### src/rtl/op_issuer_if.sv
// Host-side and controller-side signal bundle for the matrix-controller
// operation issuer. The slave modport is the issuer's view; the master
// modport is the view of whatever drives commands and models the controller.
interface op_issuer_if;

  // Command port
  logic        cmd_valid;
  logic        cmd_ready;
  logic [31:0] cmd_word;

  // Serial load-data port
  logic        wr_valid;
  logic        wr_ready;
  logic [31:0] wr_data;

  // Readback port
  logic        rd_valid;
  logic        rd_ready;
  logic [31:0] rd_data;

  // Matrix-controller side
  logic [31:0] ctl_operation;
  logic [31:0] ctl_in_data;
  logic        ctl_enable;
  logic [31:0] ctl_out_data;

  modport slave (
    input  cmd_valid, cmd_word,
    output cmd_ready,
    input  wr_valid, wr_data,
    output wr_ready,
    output rd_valid, rd_data,
    input  rd_ready,
    output ctl_operation, ctl_in_data, ctl_enable,
    input  ctl_out_data
  );

  modport master (
    output cmd_valid, cmd_word,
    input  cmd_ready,
    output wr_valid, wr_data,
    input  wr_ready,
    input  rd_valid, rd_data,
    output rd_ready,
    input  ctl_operation, ctl_in_data, ctl_enable,
    output ctl_out_data
  );

endinterface

### src/rtl/op_issuer.sv
// Operation issuer for the matrix controller. Accepts one 32-bit operation
// word at a time, holds it on ctl_operation for as long as the operation
// needs (compute duration, load page, readback page), then drives opcode 0
// for GAP_CYC cycles so every new opcode reaches the controller as a fresh
// rising edge.
module op_issuer #(
  parameter int unsigned DRAIN_CYC = 24,
  parameter int unsigned GAP_CYC   = 1
) (
  input  logic       clk,
  input  logic       reset,
  input  logic [8:0] size,
  op_issuer_if.slave bus,
  output logic       busy,
  output logic       done,
  output logic       err
);

  localparam int unsigned GAP_W = (GAP_CYC > 1) ? $clog2(GAP_CYC) : 1;

  typedef enum logic [2:0] {
    IDLE    = 3'd0,
    COMPUTE = 3'd1,
    LOAD    = 3'd2,
    READ    = 3'd3,
    GAP     = 3'd4
  } state_t;

  state_t             state;
  state_t             state_n;
  logic [13:0]        cnt;
  logic [13:0]        cnt_n;
  logic [GAP_W-1:0]   gap_cnt;
  logic [GAP_W-1:0]   gap_cnt_n;
  logic [31:0]        op_word;
  logic [9:0]         e_last;     // page elements minus one
  logic [13:0]        k_last;     // compute cycles minus one
  logic               done_n;
  logic               err_n;
  logic               accept;
  logic               legal;

  // Geometry decode from the live size input; only captured on accept, so
  // later changes to size while busy have no effect.
  logic [6:0]  nc;
  logic [3:0]  nl;
  logic [9:0]  e_calc;
  logic [13:0] k_calc;

  assign nc     = 7'(size[5:0]) + 7'd1;
  assign nl     = 4'(size[8:6]) + 4'd1;
  assign e_calc = 10'(nc) * 10'(nl);
  assign k_calc = 14'(e_calc) * 14'(nl) + 14'(DRAIN_CYC);

  assign legal  = (bus.cmd_word[3:0] == 4'd1) ||
                  (bus.cmd_word[3:0] == 4'd2) ||
                  (bus.cmd_word[3:0] == 4'd3);

  assign busy   = (state != IDLE);

  // State register, counters, latched command and status pulses.
  // NOTE: sequential state uses non-blocking assignments so every register
  // samples the pre-edge values, independent of statement order.
  always_ff @(posedge clk) begin
    if (!reset) begin
      state   <= IDLE;
      cnt     <= '0;
      gap_cnt <= '0;
      op_word <= '0;
      e_last  <= '0;
      k_last  <= '0;
      done    <= 1'b0;
      err     <= 1'b0;
    end else begin
      state   <= state_n;
      cnt     <= cnt_n;
      gap_cnt <= gap_cnt_n;
      done    <= done_n;
      err     <= err_n;
      if (accept && legal) begin
        op_word <= bus.cmd_word;
        e_last  <= e_calc - 10'd1;
        k_last  <= k_calc - 14'd1;
      end
    end
  end

  // Next-state logic and all controller / host-facing outputs.
  // NOTE: every signal written here is given a default first, so no path
  // through the case statement can leave one unassigned and infer a latch.
  always_comb begin
    state_n           = state;
    cnt_n             = cnt;
    gap_cnt_n         = gap_cnt;
    done_n            = 1'b0;
    err_n             = 1'b0;
    accept            = 1'b0;
    bus.cmd_ready     = 1'b0;
    bus.wr_ready      = 1'b0;
    bus.rd_valid      = 1'b0;
    bus.rd_data       = '0;
    bus.ctl_operation = '0;
    bus.ctl_in_data   = '0;
    bus.ctl_enable    = 1'b1;

    unique case (state)
      IDLE: begin
        // Held low while reset is asserted so nothing is accepted then.
        bus.cmd_ready = reset;
        accept        = bus.cmd_valid && reset;
        if (accept) begin
          cnt_n = '0;
          unique case (bus.cmd_word[3:0])
            4'd1:    state_n = COMPUTE;
            4'd2:    state_n = LOAD;
            4'd3:    state_n = READ;
            default: err_n   = 1'b1;
          endcase
        end
      end

      COMPUTE: begin
        bus.ctl_operation = op_word;
        cnt_n             = cnt + 14'd1;
        if (cnt == k_last) begin
          state_n   = GAP;
          cnt_n     = '0;
          gap_cnt_n = '0;
        end
      end

      LOAD: begin
        // The controller only advances on beats the host actually supplies.
        bus.ctl_operation = op_word;
        bus.wr_ready      = 1'b1;
        bus.ctl_in_data   = bus.wr_data;
        bus.ctl_enable    = bus.wr_valid;
        if (bus.wr_valid) begin
          cnt_n = cnt + 14'd1;
          if (cnt == 14'(e_last)) begin
            state_n   = GAP;
            cnt_n     = '0;
            gap_cnt_n = '0;
          end
        end
      end

      READ: begin
        // A host stall freezes the controller's read pointer via enable.
        bus.ctl_operation = op_word;
        bus.rd_data       = bus.ctl_out_data;
        bus.rd_valid      = (cnt <= 14'(e_last));
        bus.ctl_enable    = bus.rd_ready;
        if (bus.rd_valid && bus.rd_ready) begin
          cnt_n = cnt + 14'd1;
          if (cnt == 14'(e_last)) begin
            state_n   = GAP;
            cnt_n     = '0;
            gap_cnt_n = '0;
          end
        end
      end

      GAP: begin
        gap_cnt_n = gap_cnt + GAP_W'(1);
        if (gap_cnt == GAP_W'(GAP_CYC - 1)) begin
          state_n   = IDLE;
          gap_cnt_n = '0;
          done_n    = 1'b1;
        end
      end

      default: begin
        state_n = IDLE;
      end
    endcase
  end

endmodule

### src/flat_wrapper.sv
// flat-port wrapper written by rule: the top's interface ports become plain ports
module op_issuer_flat 
#(
  parameter int unsigned DRAIN_CYC = 24,
  parameter int unsigned GAP_CYC   = 1
)
  (clk, reset, size, busy, done, err, bus_cmd_valid, bus_cmd_word, bus_cmd_ready, bus_wr_valid, bus_wr_data, bus_wr_ready, bus_rd_valid, bus_rd_data, bus_rd_ready, bus_ctl_operation, bus_ctl_in_data, bus_ctl_enable, bus_ctl_out_data);
  op_issuer_if bus_i ();
  input  logic clk;
  input  logic reset;
  input  logic [8:0] size;
  output logic busy;
  output logic done;
  output logic err;
  input wire logic [$bits(bus_i.cmd_valid)-1:0] bus_cmd_valid;
  input wire logic [$bits(bus_i.cmd_word)-1:0] bus_cmd_word;
  output wire logic [$bits(bus_i.cmd_ready)-1:0] bus_cmd_ready;
  input wire logic [$bits(bus_i.wr_valid)-1:0] bus_wr_valid;
  input wire logic [$bits(bus_i.wr_data)-1:0] bus_wr_data;
  output wire logic [$bits(bus_i.wr_ready)-1:0] bus_wr_ready;
  output wire logic [$bits(bus_i.rd_valid)-1:0] bus_rd_valid;
  output wire logic [$bits(bus_i.rd_data)-1:0] bus_rd_data;
  input wire logic [$bits(bus_i.rd_ready)-1:0] bus_rd_ready;
  output wire logic [$bits(bus_i.ctl_operation)-1:0] bus_ctl_operation;
  output wire logic [$bits(bus_i.ctl_in_data)-1:0] bus_ctl_in_data;
  output wire logic [$bits(bus_i.ctl_enable)-1:0] bus_ctl_enable;
  input wire logic [$bits(bus_i.ctl_out_data)-1:0] bus_ctl_out_data;
  assign bus_i.cmd_valid = bus_cmd_valid;
  assign bus_i.cmd_word = bus_cmd_word;
  assign bus_cmd_ready = bus_i.cmd_ready;
  assign bus_i.wr_valid = bus_wr_valid;
  assign bus_i.wr_data = bus_wr_data;
  assign bus_wr_ready = bus_i.wr_ready;
  assign bus_rd_valid = bus_i.rd_valid;
  assign bus_rd_data = bus_i.rd_data;
  assign bus_i.rd_ready = bus_rd_ready;
  assign bus_ctl_operation = bus_i.ctl_operation;
  assign bus_ctl_in_data = bus_i.ctl_in_data;
  assign bus_ctl_enable = bus_i.ctl_enable;
  assign bus_i.ctl_out_data = bus_ctl_out_data;
  op_issuer #(.DRAIN_CYC(DRAIN_CYC), .GAP_CYC(GAP_CYC)) u_core (.clk(clk), .reset(reset), .size(size), .bus(bus_i), .busy(busy), .done(done), .err(err));
endmodule
### config.mk
export PLATFORM = sky130hd
export DESIGN_NAME = op_issuer_flat
export DESIGN_NICKNAME = d
export VERILOG_FILES = /design/src/rtl/op_issuer_if.sv /design/src/rtl/op_issuer.sv /design/src/flat_wrapper.sv
export SDC_FILE = /design/constraint.sdc
export NUM_CORES = 1
export LEC_CHECK = 0
export CAP_MARGIN = 20
export CORE_MARGIN = 1
export CORE_UTILIZATION = 25
export CTS_BUF_LIST = sky130_fd_sc_hd__clkbuf_2 sky130_fd_sc_hd__clkbuf_4 sky130_fd_sc_hd__clkbuf_8
export CTS_CLUSTER_SIZE = 25
export DETAILED_ROUTE_END_ITERATION = 8
export GPL_ROUTABILITY_DRIVEN = 0
export SETUP_SLACK_MARGIN = 0.02
export SYNTH_ARGS = -nofsm -noshare
export SYNTH_HDL_FRONTEND = slang
export SYNTH_SLANG_ARGS = --single-unit
### constraint.sdc
create_clock -name clk -period 18.6 [get_ports clk]
set_clock_uncertainty 0.2 [all_clocks]
set_input_delay 1.86 -clock clk [delete_from_list [all_inputs] [get_ports clk]]
set_output_delay 1.86 -clock clk [all_outputs]
set_load 0.02 [all_outputs]
Word-level counts from Yosys, hierarchy flattened
Cells that the tools add are included.
{ "totals": {"ff_bits": 76, "out_inout_bits": 103, "elab_cells": 79} }
{ "op_classes": {"addsub": 7, "multipliers": 2, "n_lt_le_gt_ge": 1, "n_eq_ne": 15, "mux": 30, "reduce_logical": 16} }
{ "op_table": {"columns": ["operator", "n"], "rows": [
  ["32-bit 2-to-1 mux", 3],
  ["14-bit 2-to-1 mux", 5],
  ["14-bit case mux with 4 select lines", 1],
  ["3-bit 2-to-1 mux", 6],
  ["3-bit case mux with 5 select lines", 1],
  ["14-bit by 1-bit adder with 14-bit output, second input constant", 1],
  ["14-bit by 5-bit adder with 14-bit output, second input constant", 1],
  ["14-bit by 10-bit equality test with 1-bit output", 1],
  ["14-bit equality test", 1],
  ["14-bit by 10-bit <= comparator with 1-bit output", 1],
  ["10-bit by 4-bit multiplier with 14-bit output", 1],
  ["14-bit by 1-bit subtractor with 14-bit output, second input constant", 1],
  ["1-bit 2-to-1 mux", 11],
  ["7-bit by 4-bit multiplier with 10-bit output", 1],
  ["10-bit by 1-bit subtractor with 10-bit output, second input constant", 1],
  ["3-bit case mux with 3 select lines", 1],
  ["4-bit by 2-bit equality test with 1-bit output, second input constant", 2],
  ["4-bit AND reduction", 2],
  ["4-bit nonzero test", 2],
  ["6-bit by 1-bit adder with 7-bit output, second input constant", 1],
  ["3-bit by 2-bit equality test with 1-bit output, second input constant", 2],
  ["2-bit by 1-bit inequality test with 1-bit output, second input constant", 3],
  ["6-bit AND reduction", 1],
  ["3-bit OR reduction", 2],
  ["other kinds (15)", 19]
]} }

Logic depth before layout (Yosys ltp)
{ "logic_depth": {"ltp_word": 5, "ltp_mapped": 24, "depth_no_buf": 24} }

Worst setup path before layout
OpenSTA, ideal clock, no wires.
{ "synth_path": {"path_type": "input to register", "start": "input port size[6]", "end": "register u_core.k_last[12]", "setup_ps": 120, "t_arrival_ps": 7645, "required_ps": 18280, "setup_slack_ps": 10635, "path_stages": 19, "path_buffers": 0, "cell_sequence": "ha_1 -> xor2_1 -> nand2_1 -> fa_1 -> fa_1 -> fa_1 -> nand2b_1 -> a21oi_1 -> a2111oi_0 -> nor3_1 -> nor2_1 -> fa_1 -> fa_1 -> ha_1 -> ha_1 -> a21o_1 -> a211oi_1 -> a211oi_1 -> a211o_1"} }
{ "synth_via": {"elab_chain_cells": 5} }
{ "synth_rtl": {"columns": ["item", "line", "source"], "rows": [
  ["from (decl)", "flat_wrapper.sv:11", "input logic [8:0] size;"],
  ["3-bit by 1-bit adder with 4-bit output (*)", "op_issuer.sv:51", "assign nl = 4'(size[8:6]) + 4'd1;"],
  ["7-bit by 4-bit multiplier with 10-bit output", "op_issuer.sv:52", "assign e_calc = 10'(nc) * 10'(nl);"],
  ["10-bit by 4-bit multiplier with 14-bit output (*)", "op_issuer.sv:53", "assign k_calc = 14'(e_calc) * 14'(nl) + 14'(DRAIN_CYC);"],
  ["14-bit by 5-bit adder with 14-bit output (*)", "op_issuer.sv:53", null],
  ["14-bit by 1-bit subtractor with 14-bit output (*)", "op_issuer.sv:83", "k_last <= k_calc - 14'd1;"],
  ["to (signal assigned)", "op_issuer.sv:83", null],
  ["to (decl)", "op_issuer.sv:37", "logic [13:0] k_last;"]
]} }
Every way passes the cells marked *; elsewhere a longest branch is shown, timed or not.
A chain may end at the register's enable or synchronous reset.

Final worst setup path
Ends and elaborated chain as after synthesis.

==> impl_metrics.tcl <==
set metrics [dict create \
    clk_latency_ns 0.35 \
    grt_max_degree 64 \
    m1WireLength_um 8740 \
    fp.coreArea_um2 25100 \
    numCtsBuffers 9 \
    ys_ff_latch 74 \
    wl_met3_um 1010 \
    power_density_nw_per_um2 69.1 \
    p_total_uw 622 \
    floorplan.initialDensity 0.254 \
    viasPerCell 4.65 \
    drt-pass1-iter-count 6 \
    drc_errors 0 \
    critPathCaptureType "flip-flop" \
    hold_slack_ns 0.252 \
    htreeDepth 3 \
    synth_xor_area_frac 0.0495 \
    num_antenna_cells 0 \
    mostFrequentLayoutCell "clkdlybuf4s50_1" \
    async_reset_ff_frac 0 \
    cp_max_fo 19 \
    worstPathRequired_ns 18.64 \
    grt.total_usage 0.151 \
    row_count 58 \
    setup_viol 0 \
    yosys.area.top_type "dfxtp_1" \
    grt_first_pass_wirelength_um 31400 \
    syn_nets 1027 \
    critical_path.slowest_cell "clkdlybuf4s50_1" \
    post-cts-setup-buffer-count 0 \
    dp_hpwl_um 15400 \
    max_slew.worst_pin.slew_ns 1.02 \
    maxSlewViolCount 0 \
    wire_per_inst_um 14.7 \
    yosysSeqAreaShare 0.233 \
    final_cell_mix "clkdlybuf4s50_1, nand2_1, dfxtp_1" \
    design_area_um2 9010 \
    place_area_um2 8800 \
    fp.dieH_um 162 \
    synth_edf_count 0 \
    ir_drop_mv 0.0519 \
    root_buffer "clkbuf_8" \
    grt_pass1_vias 6030 \
    fmaxAchievable_mhz 108 \
    cts_buffer_depth 2 \
    ant_nets 0 \
    fillers 2635 \
    wl_um 19900 \
    yosys.area_share.simple 0.312 \
    final_net_count 1215 \
    cts_sinks 74 \
    io_buffers 212 \
    hold_violations 0 \
    fin_crit_sh 0.500 \
    cp-start-kind "input pin" \
    ios 213 \
    period_minus_slack_ns 9.30 \
    slowest_delay_ns 0.88 \
    p_leak_uw 0.00363 \
    netlist_area_um2 6370 \
    crit_path_frequent_cell "fa_1" \
    die_width_um 162 \
    muxShareOfSynthArea 0 \
    ctsResizeCount 0 \
    syn2layout_area_growth_pct 41.5 \
    ys.flop_type "dfxtp_1" \
    grt-ovfl-total 0 \
    drt-initial-drc-count 349 \
    status "finished clean" \
    tns_ns 0 \
    relSlewSlack 0.319 \
    clkTransAtPathRegs_ns 0.08 \
    cp_data_arrival_time_ns 9.34 \
    synth_top_family_by_area "simple AND/OR/NAND/NOR gates" \
    postSynthCellCount 836 \
    hold_buffers 0 \
    synth_warnings 0 \
    min_path_type "reg -> reg" \
    synthAdderAreaFrac 0.192 \
    rsz0062_at_grt "no" \
    crit_type "in -> reg" \
    top_layer "met4" \
    ys_types 56 \
    synth_compound_area_frac 0.149 \
    met2_length_um 10000 \
    worstPathCellList "clkdlybuf4s50_1, ha_1, xor2_1, nand2_1, fa_1, fa_1, fa_1, nand2b_1, a21oi_1, a2111oi_0, nor3_1, nor2_1, fa_1, fa_1, ha_1, ha_1, a21o_1, a211oi_1, a211oi_1, a211o_1" \
    drive_above_1_share 0.0379 \
    synthTopCellsByArea "dfxtp_1, ha_1, fa_1" \
    max_cap_violations 0 \
    avgSynthCellArea_um2 7.62 \
    cts_tree "built" \
    dieArea_um2 26100 \
    yosysTopAreaCellShare 0.233 \
    vias 6309 \
    antenna_found_initial 0 \
]
==> final timing paths <==
path	startpoint	cells past startpoint	end	slack, ns
max	size[6]	20	u_core.k_last[12]	9.30
min	u_core.op_word[29]	2	u_core.op_word[29]	0.25
max reg2reg	u_core.state[0]	6	u_core.cnt[13]	15.30
min reg2reg	u_core.op_word[29]	2	u_core.op_word[29]	0.25
==> kinds of logic (layout without fill, tap and decap cells) <==
group / Yosys count / in the layout
buffers and inverters: 105 / 297
other: 1 / 1
adders and majority gates: 81 / 81
AOI/OAI and AO/OA: 147 / 147
xor gates and xnor gates: 36 / 36
and+or+nand+nor: 392 / 392
DFF: 74 / 74
==> critical path: cells and delay by family <==
kind / cells / cell delay, ns
adders and majority gates: 8 / 3.50
AOI/OAI and AO/OA: 6 / 1.35
and+or+nand+nor: 4 / 1.14
buffers and inverters: 1 / 0.88
xor gates and xnor gates: 1 / 0.61
==> per-stage QoR <==
stage          instances   util  setup WS (ns)
4_1_cts             1358  0.359           9.32
3_5_place_dp        1343  0.350           8.96
5_1_grt             1358  0.359           8.75
6_report            1358  0.359           9.30
3_3_place_gp        1343  0.350           9.18
2_1_floorplan        836      -          10.64
==> area by class of cell <==
type                            instances  area [um2]  share of cell area
Sequential cell                        74        1480               0.164
Tap cell                              330         413              0.0458
Inverter                               62         233              0.0258
Multi-Input combinational cell        657        4490               0.498
Timing Repair Buffer                  220        2180               0.242
Clock buffer                           12         146              0.0162
Clock inverter                          3        65.1             0.00722
==> registers in the layout (all words and copies together) (netlist names) <==
| signal | count |
|---|---|
| u_core.state | 3 |
| u_core.e_last | 10 |
| u_core.k_last | 13 |
| u_core.err | 1 |
| u_core.cnt | 14 |
| u_core.done | 1 |
| u_core.op_word | 32 |
==> report_power, final <==
part / switching (uW) / total (uW) / internal, uW
logic: 180 / 319 / 140
clock network: 58.7 / 138 / 79.2
registers: 2.60 / 165 / 163
total: 241 / 622 / 381
==> Yosys cell counts, drive strengths merged (12+ instances only) <==
master  count
a211oi     26
xnor2      26
clkbuf     40
nor2       58
o21ai      17
nand3      23
nand2     125
ha         53
nor3       14
a21oi      50
nand2b     15
inv        61
fa         28
and2       68
or3        12
dfxtp      74
and3       44
==> routing by layer <==
metal / GRT usage / up-vias
li1: - / 3219
met1: 0.183 / 2915
met2: 0.276 / 160
met3: 0.0229 / 15
met4: 0.0416 / 0
met5: 0 / -
No activity file was read; power rests on OpenSTA's default activity.
